### src/rtl/fetch_stage.sv
// Instruction-fetch stage: owns the PC, reads the instruction memory and fills the
// IF/ID register, honouring redirect/stall requests and freezing after an HLT fetch.
module fetch_stage #(
   parameter logic [15:0] RESET_PC = 16'h0000,
   parameter logic [3:0]  HLT_OP   = 4'hF
) (
   input  logic        clk,
   input  logic        rst,
   input  logic        stall,
   input  logic        redirect,
   input  logic [15:0] redirect_pc,
   output logic [15:0] im_addr,
   output logic        im_rd_en,
   input  logic [15:0] im_instr,
   output logic [15:0] pc,
   output logic [15:0] if_id_instr,
   output logic [15:0] if_id_pc_plus1,
   output logic        if_id_valid,
   output logic        fetch_halted
);

   typedef enum logic {
      RUN    = 1'b0,
      HALTED = 1'b1
   } state_t;

   state_t      state_q, state_d;
   logic [15:0] pc_q, pc_d;
   logic [15:0] instr_q, instr_d;
   logic [15:0] pc_plus1_q, pc_plus1_d;
   logic        valid_q, valid_d;
   logic [15:0] pc_inc;

   // 16-bit modulo increment: 16'hFFFF wraps to 16'h0000.
   assign pc_inc = pc_q + 16'd1;

   // Redirect beats stall; a bubble always carries an all-zero instruction word.
   always_comb begin
      state_d    = state_q;
      pc_d       = pc_q;
      instr_d    = instr_q;
      pc_plus1_d = pc_plus1_q;
      valid_d    = valid_q;
      if (redirect) begin
         pc_d    = redirect_pc;
         valid_d = 1'b0;
         instr_d = 16'h0000;
         state_d = RUN;
      end else if (!stall) begin
         case (state_q)
            RUN: begin
               instr_d    = im_instr;
               pc_plus1_d = pc_inc;
               valid_d    = 1'b1;
               if (im_instr[15:12] == HLT_OP) begin
                  state_d = HALTED;
               end else begin
                  pc_d = pc_inc;
               end
            end
            HALTED: begin
               valid_d = 1'b0;
               instr_d = 16'h0000;
            end
            default: state_d = RUN;
         endcase
      end
   end

   always_ff @(posedge clk) begin
      if (rst) begin
         state_q    <= RUN;
         pc_q       <= RESET_PC;
         instr_q    <= 16'h0000;
         pc_plus1_q <= 16'h0000;
         valid_q    <= 1'b0;
      end else begin
         state_q    <= state_d;
         pc_q       <= pc_d;
         instr_q    <= instr_d;
         pc_plus1_q <= pc_plus1_d;
         valid_q    <= valid_d;
      end
   end

   assign im_addr        = pc_q;
   assign im_rd_en       = (state_q == RUN) && !stall;
   assign pc             = pc_q;
   assign if_id_instr    = instr_q;
   assign if_id_pc_plus1 = pc_plus1_q;
   assign if_id_valid    = valid_q;
   assign fetch_halted   = (state_q == HALTED);

endmodule

### config.mk
export PLATFORM = sky130hd
export DESIGN_NAME = fetch_stage
export DESIGN_NICKNAME = d
export VERILOG_FILES = /design/src/rtl/fetch_stage.sv
export SDC_FILE = /design/constraint.sdc
export NUM_CORES = 1
export LEC_CHECK = 0
export CORE_MARGIN = 2
export CORE_UTILIZATION = 42
export DETAILED_ROUTE_END_ITERATION = 16
export GPL_ROUTABILITY_DRIVEN = 0
export PLACE_DENSITY = 0.8
export SETUP_SLACK_MARGIN = 0.4
export SYNTH_ARGS = -nofsm -noshare
export SYNTH_HDL_FRONTEND = slang
export SYNTH_SLANG_ARGS = --single-unit
### constraint.sdc
create_clock -name clk -period 3.1 [get_ports clk]
set_input_delay 0.93 -clock clk [delete_from_list [all_inputs] [get_ports clk]]
set_output_delay 0.93 -clock clk [all_outputs]
set_load 0.02 [all_outputs]
# [After elaboration in Yosys (flattened, before gate mapping)]
# Index checks and enable logic that the tools add are counted.
[word_totals] output_inout_bits=67 reg_bits=50 word_cells=26
[op_classes] n_reduce_logical=5 n_bitwise=3 mux=8 n_addsub=1 eq_ne=4
[op_table] operator="16-bit 2-to-1 mux" n=4
[op_table] operator="16-bit case mux with 2 select lines" n=1
[op_table] operator="16-bit by 1-bit adder with 16-bit output, second input constant" n=1
[op_table] operator="3-bit AND reduction" n=2
[op_table] operator="4-bit == test, second input constant" n=1
[op_table] operator="2-bit inequality test, second input constant" n=2
[op_table] operator="1-bit inverter" n=3
[op_table] operator="1-bit 2-to-1 mux" n=2
[op_table] operator="2-bit by 1-bit inequality test with 1-bit output, second input constant" n=1
[op_table] operator="1-bit case mux with 2 select lines" n=1
[op_table] operator="2-bit OR reduction" n=1
[op_table] operator="1-bit logical AND" n=1
[op_table] operator="1-bit zero test" n=1

# [Depth between registers and ports, before layout]
# Gate-level depths: netlist of the first run.
[depth] word_depth=5 mapped_depth=7 ltp_nobuf=5

# [Least setup slack after synthesis of the first run]
# OpenSTA, ideal clock, no wires.
[synth_path] path_kind="input -> output" startpoint="input port stall" endpoint="output port im_rd_en" slack_ns=0.161 arrival_time_ns=2.009 path_buffers=3 cell_stages=5 t_required_ns=2.170 cell_sequence="or2_2 clkbuf_1 inv_1 buf_2 buf_1"
[synth_via] elab_chain_len=2
[synth_rtl] item="start, declared" line_no="9" text="input logic stall,"
[synth_rtl] item="1-bit zero test" line_no="87" text="assign im_rd_en = (state_q == RUN) && !stall;"
[synth_rtl] item="1-bit logical AND" line_no="87"
[synth_rtl] item="end, declared" line_no="13" text="output logic im_rd_en,"
# No other way between the ends.

# [Final worst setup path of the first run]
# Ends and elaborated chain as after synthesis.

==> metrics, run 1 <==
diode count 0; num rows 27; Wirelength per Cell 14.9 um; io pins 103; Critical Path Sink Type output pin; # fillers 457; dpl cells 415; Mapped Area 0.00232 mm^2; end point of the critical path im_rd_en; commonest non-fill, non-tap cell in the layout clkdlybuf4s50_1; storage element area 0.00100 mm^2; worst reg2reg path depth 5; largest net degree at the start of global routing 33; commonest non-fill, non-tap cells in the layout clkdlybuf4s50_1, dfxtp_1, nor2_1, a211oi_1, a22oi_1; dpl hpwl 4550 um; Yosys warnings 0; Critical Path AT 1.59 ns; worst r2r dst im_addr[12]; DR vias 2258; ANT nets after route 0; r2r startpoint im_addr[0]; clk sinks 50; Crit path max-delay family buffers and inverters; hold path start if_id_pc_plus1[1]; largest family of logic cells by synthesized area simple AND/OR/NAND/NOR gates; post-synth cell types 34; post-synthesis mux area share 0.0129; Die Wd 78.4 um; vias in the first global route 2073; count of final setup violators 0; count of buffers from port buffering 102; Total Nets Final 390; outcome finished clean; Post-Synth Adder-Cell Area 0.00539; area grow syn2layout 47.6%; final WL 6350 um; max-cap viol count 0; leading area contributor after synthesis dfxtp_1; Fmax 0.396 GHz; share of cells above drive strength 1 0.0819; latest clock arrival within the worst-skew pair 0.30 ns; RSZ-0062 raised after global routing false; Hold Path Class reg2reg; Synth top area share 0.431; register bit count reported by yosys 50; clk_skew 0.00798 ns; Pre-antenna DRT Iters 4; final instance area 0.00343 mm^2; Root Buffer clkbuf_8; Cell Pwr Density 425 mW/mm^2; clk slew on worst S/H paths 0.09 ns; CP cell instances dlygate4sd2_1 -> or2_4 -> inv_2 -> buf_6; r2r setup slk 0.95 ns; Mapped Nets 306; die area 0.00614 mm^2; htree depth 2; Overflow after GRT 0; Die Ht 78.4 um; Synth Area in Compound Gates 0.181; drt initial violations 121; global-route wire length before repair 10100 um; CTS tree built; Syn Inst Count 269; remaining routing DRC violations 0; critical path class in2out; fin crit period 2.52 ns; XOR/XNOR share of the synthesized area 0.0679; CTS Buffer Depth 2; Crit path required time 2.17 ns; top post-synthesis cells by area dfxtp_1, nor2_1, a211oi_1, a22oi_1, buf_4; delay of the slowest critical-path stage 0.24 ns; Tightest Pin Transition 0.592 ns; Multi-input gate area 0.00112 mm^2; Worst Path Buf+Inv 3; Pleak 1.19 nW; critical path fanouts, max 2; Levels on crit path 4; vias per std cell 5.30; dpl cell area 0.00330 mm^2; Worst Setup SP stall; worst rel slew slack 0.605; Post-Syn Area per Cell 8.63 um^2; final critical-path share of the clock period 0.814; GRT Overall Usage 0.207; initial antenna violation count 0; Cell Count, Final, Fillers Out 426; simple logic cell fraction of the synthesized area 0.211; slowest cell on the critical path dlygate4sd2_1; sequential area share after synthesis 0.431; Critical Path Start Type primary input; Max IR drop VDD 0.266 mV; core area 0.00544 mm^2; final slew viol count 0; initial core utilization 0.427; final hold vios 0; CTS buffer count 5
## worst min path at each step
stage	cells past startpoint	to	slack (ns)
2_1_floorplan	2	if_id_pc_plus1[1]	0.53
3_3_place_gp	2	if_id_pc_plus1[1]	0.45
6_report	2	if_id_pc_plus1[1]	0.47
3_5_place_dp	2	if_id_pc_plus1[1]	0.46
4_1_cts	2	if_id_pc_plus1[1]	0.48
5_1_grt	2	if_id_pc_plus1[1]	0.50
## cell type report
type / count / area share
clock buffer: 7 / 0.0281
tap: 72 / 0.0263
inverter: 5 / 0.00547
clock inverter: 1 / 0.00255
timing repair buffer: 112 / 0.320
multi-input combinational: 179 / 0.326
sequential: 50 / 0.292
## report_power, final
part / switching, mW / internal (mW) / leakage (nW)
logic: 0.160 / 0.168 / 0.729
registers: 0.0403 / 0.676 / 0.411
clock network: 0.209 / 0.205 / 0.0544
total: 0.410 / 1.05 / 1.19
## stage by stage
stage	worst slack, ns	TNS [ns]	hold slack (ns)	util	power (mW)
finish	0.577	0	0.475	0.630	1.46
global route	0.557	0	0.504	0.630	1.53
CTS	0.578	0	0.475	0.630	1.47
detailed placement	-0.186	-0.186	0.455	0.606	1.06
global placement	-0.182	-0.182	0.454	0.606	1.05
floorplan	0.402	0	0.534	-	0.903
## worst reg2reg max path: cells and delay by family (launching register included)
family	cells	cell delay, ns
and+or+nand+nor	2	0.71
adders and majority gates	1	0.31
AOI/OAI and AO/OA	2	0.47
DFF	1	0.53
## cells in the mapped netlist
master and n:
or2_2 2, a21oi_1 3, a311oi_1 1, or4_4 2, nand2_1 14, nor4_1 2
or3_2 1, xor2_1 7, buf_4 16, dfxtp_1 50, a21o_1 1, buf_1 1
ha_1 1, inv_1 5, and2_1 4, or3_1 7, clkbuf_1 17, o22ai_1 4
a211oi_2 1, nand3_2 1, nor2_1 42, nand3_4 1, and4_1 1, nand3_1 8
mux2i_1 3, nand4_1 4, o311ai_0 4, xnor2_1 11, a211oi_1 17, a31oi_1 11
and3_1 3, a22oi_1 16, buf_2 1, nor3_1 7
## sequential cells by signal, summed over array words and instances (netlist names)
signal          flops
if_id_instr        16
if_id_pc_plus1     16
im_addr            16
fetch_halted        1
if_id_valid         1
## repair_timing
item / in CTS / in global routing
endpoints found under the setup margin: 1 / 0
gates resized for setup: 9 / 0
setup buffers: 3 / 0
hold buffers: 0 / 0
## logic make-up (layout without fill, tap and decap cells)
kind of cell               after synthesis  after routing
AOI/OAI and AO/OA                       58             58
xor gates and xnor gates                18             18
adders and majority gates                1              1
buffers and inverters                   40            125
DFF                                     50             50
muxes                                    3              3
and+or+nand+nor                         99             99
## metal layers
layer / wire length [um] / track usage
met5: 0 / 0
met4: 21 / 0.0368
met3: 576 / 0.0747
met2: 3070 / 0.338
met1: 2680 / 0.267
Note: power is estimated with default switching activity, not from simulation.
==> inputs of run 2 (changes only) <==
==> constraint.sdc (replaced) <==
create_clock -name clk -period 2.5 [get_ports clk]
set_input_delay 0.75 -clock clk [delete_from_list [all_inputs] [get_ports clk]]
set_output_delay 0.75 -clock clk [all_outputs]
set_load 0.02 [all_outputs]
==> metrics, run 2 (synthesized netlist as in run 1, its figures left out) <==
CP cell instances clkdlybuf4s50_1; die area 0.00614 mm^2 (unchanged); RSZ-0062 raised after global routing false; htree depth 2 (unchanged); vias in the first global route 2131 (+2.8%); vias per std cell 5.20 (-1.8%); clk sinks 50 (unchanged); num rows 27 (unchanged); count of final setup violators 0 (unchanged); initial core utilization 0.427 (unchanged); final WL 6070 um (-4.3%); diode count 0 (unchanged); DR vias 2217 (-1.8%); Overflow after GRT 0 (unchanged); Die Wd 78.4 um (unchanged); critical path fanouts, max 2 (unchanged); Critical Path AT 1.30 ns (-0.29 ns); Critical Path Sink Type output pin; outcome finished clean; drt initial violations 109 (-9.9%); clk_skew 0.00809 ns (+0.000110 ns); final slew viol count 0 (unchanged); Hold Path Class reg2reg; count of buffers from port buffering 102 (unchanged); Tightest Pin Transition 0.562 ns (-0.0301 ns); Worst Path Buf+Inv 1 (-2); Crit path max-delay family buffers and inverters; Critical Path Start Type flip-flop; commonest non-fill, non-tap cells in the layout clkdlybuf4s50_1, dfxtp_1, nor2_1, dlygate4sd2_1, a211oi_1; final hold vios 0 (unchanged); delay of the slowest critical-path stage 0.64 ns (+0.40 ns); Wirelength per Cell 14.3 um (-4.3%); ANT nets after route 0 (unchanged); Fmax 0.488 GHz; Max IR drop VDD 0.418 mV (+57%); Setup TNS 0 ns (unchanged); register share of total power 0.503 (+0.012); pre-CTS WS -0.348 ns (-0.162 ns); remaining routing DRC violations 0 (unchanged); Int Pwr 1.23 mW (+17%); switching share of total power 0.300 (+0.0195); largest net degree at the start of global routing 33 (unchanged); latest clock arrival within the worst-skew pair 0.31 ns (about the same); GRT Overall Usage 0.203 (-0.00385); CTS tree built; NetSw 527 uW (+29%); Cell Pwr Density 519 mW/mm^2 (+22%); slowest cell on the critical path clkdlybuf4s50_1; clk slew on worst S/H paths 0.10 ns (about the same); Total Nets Final 390 (unchanged); share of cells above drive strength 1 0.0932 (+0.0113); Crit path required time 1.75 ns (-0.42 ns); CTS Buffer Depth 2 (unchanged); fin crit period 2.05 ns; CTS buffer count 5 (unchanged); Pleak 1.31 nW (+9.9%); dpl hpwl 4520 um (-0.81%); max-cap viol count 0 (unchanged); io pins 103 (unchanged); Pre-antenna DRT Iters 4 (unchanged); Comb pwr share 0.220 (-0.005); Root Buffer clkbuf_8; core area 0.00544 mm^2 (unchanged); Clk pwr share 0.277 (-0.007); Die Ht 78.4 um (unchanged); commonest non-fill, non-tap cell in the layout clkdlybuf4s50_1; worst rel slew slack 0.622 (+0.0171); worst setup margin 0.452 ns (-0.125 ns); area grow syn2layout 45.7%; global-route wire length before repair 10100 um (-0.35%); final critical-path share of the clock period 0.819; initial antenna violation count 0 (unchanged); critical path class reg2out
==> run 2: cell types whose count changed in the layout (fill, tap and decap cells not counted), moves of 2 or more <==
cell,previous run,this run
clkdlybuf4s50_1,100,66
dlygate4sd2_1,1,33
dfxtp_1,50,47
dfxtp_2,0,3
clkbuf_8,7,5
==> run 2: repair_timing <==
action,4_1_cts,5_1_grt
endpoints found under the setup margin,40,11
pin swaps,0,1
setup buffers,0,0
resized for setup,43,6
cloned,0,0
hold buffers,0,0
==> run 2: worst register-to-register path: stages (launching register included) <==
cell and delay, ns:
dfxtp_1 0.43, ha_1 0.30, nand3_2 0.15, or4_4 0.56
o311ai_0 0.32, a31oi_1 0.12
==> run 2: final cells by class <==
type                    instances  area, um^2
multi-input cells             179        1120
well taps                      72        90.1
flip-flops and latches         50        1000
inverters                       5        21.3
repair buffers                112        1060
clock inverters                 2        17.5
clock buffers                   6        72.6
fillers                       504        2060
==> run 2: path summary, 6_finish.rpt <==
check	startpoint	endpoint	slack [ns]	depth (start not counted)
worst min register to register	if_id_valid	if_id_valid	0.48	2
worst max-delay path	if_id_pc_plus1[1]	if_id_pc_plus1[1]	0.45	1
worst min-delay path	if_id_valid	if_id_valid	0.48	2
worst max register to register	im_addr[1]	im_addr[12]	0.51	5
==> run 2: layer usage <==
| layer | wire length (um) | share of wire | GRT usage |
|---|---|---|---|
| met1 | 2710 | 0.45 | 0.268 |
| met2 | 2840 | 0.47 | 0.328 |
| met3 | 486 | 0.080 | 0.0678 |
| met4 | 37 | 0.0061 | 0.0386 |
| met5 | 0 | 0 | 0 |
==> run 2: metrics by stage <==
| step | power [mW] | instance area (um^2) | util | instances | hold slack (ns) |
|---|---|---|---|---|---|
| floorplan | 1.12 | 2350 | - | 269 | 0.534 |
| global placement | 1.31 | 3320 | 0.611 | 418 | 0.445 |
| detailed placement | 1.31 | 3320 | 0.611 | 418 | 0.473 |
| CTS | 1.77 | 3380 | 0.621 | 426 | 0.488 |
| global route | 1.84 | 3380 | 0.622 | 426 | 0.512 |
| finish | 1.76 | 3380 | 0.622 | 426 | 0.481 |
==> run 2: power groups by stage <==
stage                     Sequential, mW  Combinational (mW)  Clock [mW]
after floorplan                    0.949               0.175           0
after global placement             0.901               0.405           0
after detailed placement           0.903               0.409           0
after CTS                          0.884               0.387       0.502
after global routing               0.891               0.418       0.529
final                              0.884               0.386       0.486
==> inputs of run 3 (changes only) <==
--- a/config.mk
+++ b/config.mk
@@ -6,10 +6,10 @@
 export NUM_CORES = 1
 export LEC_CHECK = 0
 export CORE_MARGIN = 2
-export CORE_UTILIZATION = 42
+export CORE_UTILIZATION = 38
 export DETAILED_ROUTE_END_ITERATION = 16
 export GPL_ROUTABILITY_DRIVEN = 0
-export PLACE_DENSITY = 0.8
+export PLACE_DENSITY = 0.77
 export SETUP_SLACK_MARGIN = 0.4
 export SYNTH_ARGS = -nofsm -noshare
 export SYNTH_HDL_FRONTEND = slang
==> constraint.sdc (replaced) <==
create_clock -name clk -period 1.7 [get_ports clk]
set_input_delay 0.51 -clock clk [delete_from_list [all_inputs] [get_ports clk]]
set_output_delay 0.51 -clock clk [all_outputs]
set_load 0.02 [all_outputs]
==> metrics, run 3 (synthesized netlist as in run 1, its figures left out) <==
Critical Path AT 2.04 ns (+0.74 ns); Wirelength per Cell 21.6 um (+51%); ANT nets after route 0 (unchanged); initial core utilization 0.392 (-0.0347); area grow syn2layout 121%; dpl hpwl 5050 um (+12%); htree depth 2 (unchanged); num rows 28 (+3.7%); Crit path required time 1.92 ns (+0.17 ns); die area 0.00675 mm^2 (+10%); final hold vios 0 (unchanged); hold path start if_id_pc_plus1[1]; Tightest Pin Transition 0.368 ns (-0.194 ns); Total Nets Final 499 (+28%); Root Buffer clkbuf_8; count of buffers from port buffering 102 (unchanged); Worst Path Buf+Inv 0 (-1); vias per std cell 5.75 (+11%); core area 0.00592 mm^2 (+8.9%); Pre-antenna DRT Iters 5 (+1); Pleak 2.13 nW (+62%); max-cap viol count 0 (unchanged); # hold bufs at CTS 0 (unchanged); drt initial violations 293 (+170%); outcome finished with violations; dpl cells 451 (+7.9%); worst setup margin -0.113 ns (-0.565 ns); commonest non-fill, non-tap cells in the layout buf_6, buf_4, nor2_1, dfxtp_2, clkdlybuf4s50_1; CTS buffer count 5 (unchanged); Overflow after GRT 0 (unchanged); RSZ-0062 raised after global routing true; Worst Setup SP im_addr[3]; global-route wire length before repair 12900 um (+28%); share of cells above drive strength 1 0.691 (+0.598); DR vias 3096 (+40%); final slew viol count 0 (unchanged); commonest non-fill, non-tap cell in the layout buf_6; remaining routing DRC violations 0 (unchanged); Max IR drop VDD 0.727 mV (+74%); clk sinks 50 (unchanged); initial antenna violation count 0 (unchanged); critical path class reg2reg; Die Ht 82.2 um (+4.9%); Final Power 3.23 mW (+84%); largest net degree at the start of global routing 25 (-24%); Fmax 0.551 GHz; CTS tree built; CTS Buffer Depth 2 (unchanged); critical path fanouts, max 3 (+1); final WL 11600 um (+91%); Die Wd 82.2 um (+4.9%); CP cell instances nand4_1 -> or4_4 -> o311ai_1 -> a31oi_1; r2r startpoint im_addr[3]; failing checks negative setup slack; GRT Overall Usage 0.251 (+0.0474); # fillers 270 (-46%); clk slew on worst S/H paths 0.11 ns (about the same); latest clock arrival within the worst-skew pair 0.33 ns (+0.02 ns); delay of the slowest critical-path stage 0.52 ns (-0.12 ns); count of final setup violators 9 (+9); fin crit period 1.81 ns; Hold Path Class reg2reg; Critical Path Start Type flip-flop; final critical-path share of the clock period 1.07; io pins 103 (unchanged); worst rel slew slack 0.751 (+0.129); Cell Count, Final, Fillers Out 538 (+26%); slowest cell on the critical path or4_4; vias in the first global route 2759 (+29%); clk_skew 0.0201 ns (+0.0120 ns); r2r setup slk -0.11 ns (-0.62 ns); Critical Path Sink Type flip-flop; diode count 0 (unchanged); Crit path max-delay family simple AND/OR/NAND/NOR gates; Cell Pwr Density 631 mW/mm^2 (+21%)
-- run 3: cell count changes in the layout (fill, tap and decap cells not counted), sizes merged, moves of 2 or more --
cell / before / now
clkdlybuf4s50: 66 / 28
buf: 11 / 186
clkdlybuf4s15: 0 / 2
dlygate4sd2: 33 / 0
-- run 3: worst register-to-register path, stage by stage (launching register included) --
cell and delay (ns):
dfxtp_4 0.40, nand4_1 0.27, or4_4 0.52, o311ai_1 0.39, a31oi_1 0.13
-- run 3: layout make-up --
type,count,area [um^2],share of cell area
sequential,50,1100,0.214
clock buffer,6,72.6,0.0141
clock inverter,2,37.5,0.00732
multi-input combinational,180,1530,0.299
tap,75,93.8,0.0183
timing repair buffer,220,2270,0.443
inverter,5,21.3,0.00415
-- run 3: report_power, final --
part / leakage (nW) / switching, mW / internal, mW
Clock: 0.0514 / 0.447 / 0.440
Combinational: 1.64 / 0.479 / 0.560
Sequential: 0.434 / 0.0703 / 1.24
Total: 2.13 / 0.997 / 2.24
-- run 3: per-stage QoR --
stage | util | setup WS, ns | hold slack [ns] | area (um^2) | TNS, ns
after CTS | 0.732 | 0.0131 | 0.471 | 4330 | 0
after global routing | 0.866 | -0.165 | 0.489 | 5130 | -0.936
after detailed placement | 0.625 | -0.657 | 0.463 | 3700 | -13.79
after global placement | 0.625 | -0.660 | 0.452 | 3700 | -12.70
final | 0.866 | -0.113 | 0.466 | 5130 | -0.452
after floorplan | - | 0.00397 | 0.533 | 2560 | 0
-- run 3: worst paths after layout --
kind,end,cells past startpoint
max,im_addr[13],4
min,if_id_pc_plus1[1],2
max reg2reg,im_addr[13],4
min reg2reg,if_id_pc_plus1[1],2
-- run 3: what timing repair did --
item                                    in CTS  in global routing
pin swaps                                   23                 56
gates cloned                                 1                  3
setup buffers                               39                 36
endpoints found under the setup margin     117                108
resized for setup                          462                119
hold endpoints to repair                     0                  0
-- run 3: metal layers --
layer / part of all wire / GRT usage / vias to the layer above
met2: 0.51 / 0.451 / 217
met4: 0.060 / 0.0883 / 0
met3: 0.081 / 0.0750 / 70
li1: - / - / 1330
met5: 0 / 0 / -
met1: 0.35 / 0.279 / 1479
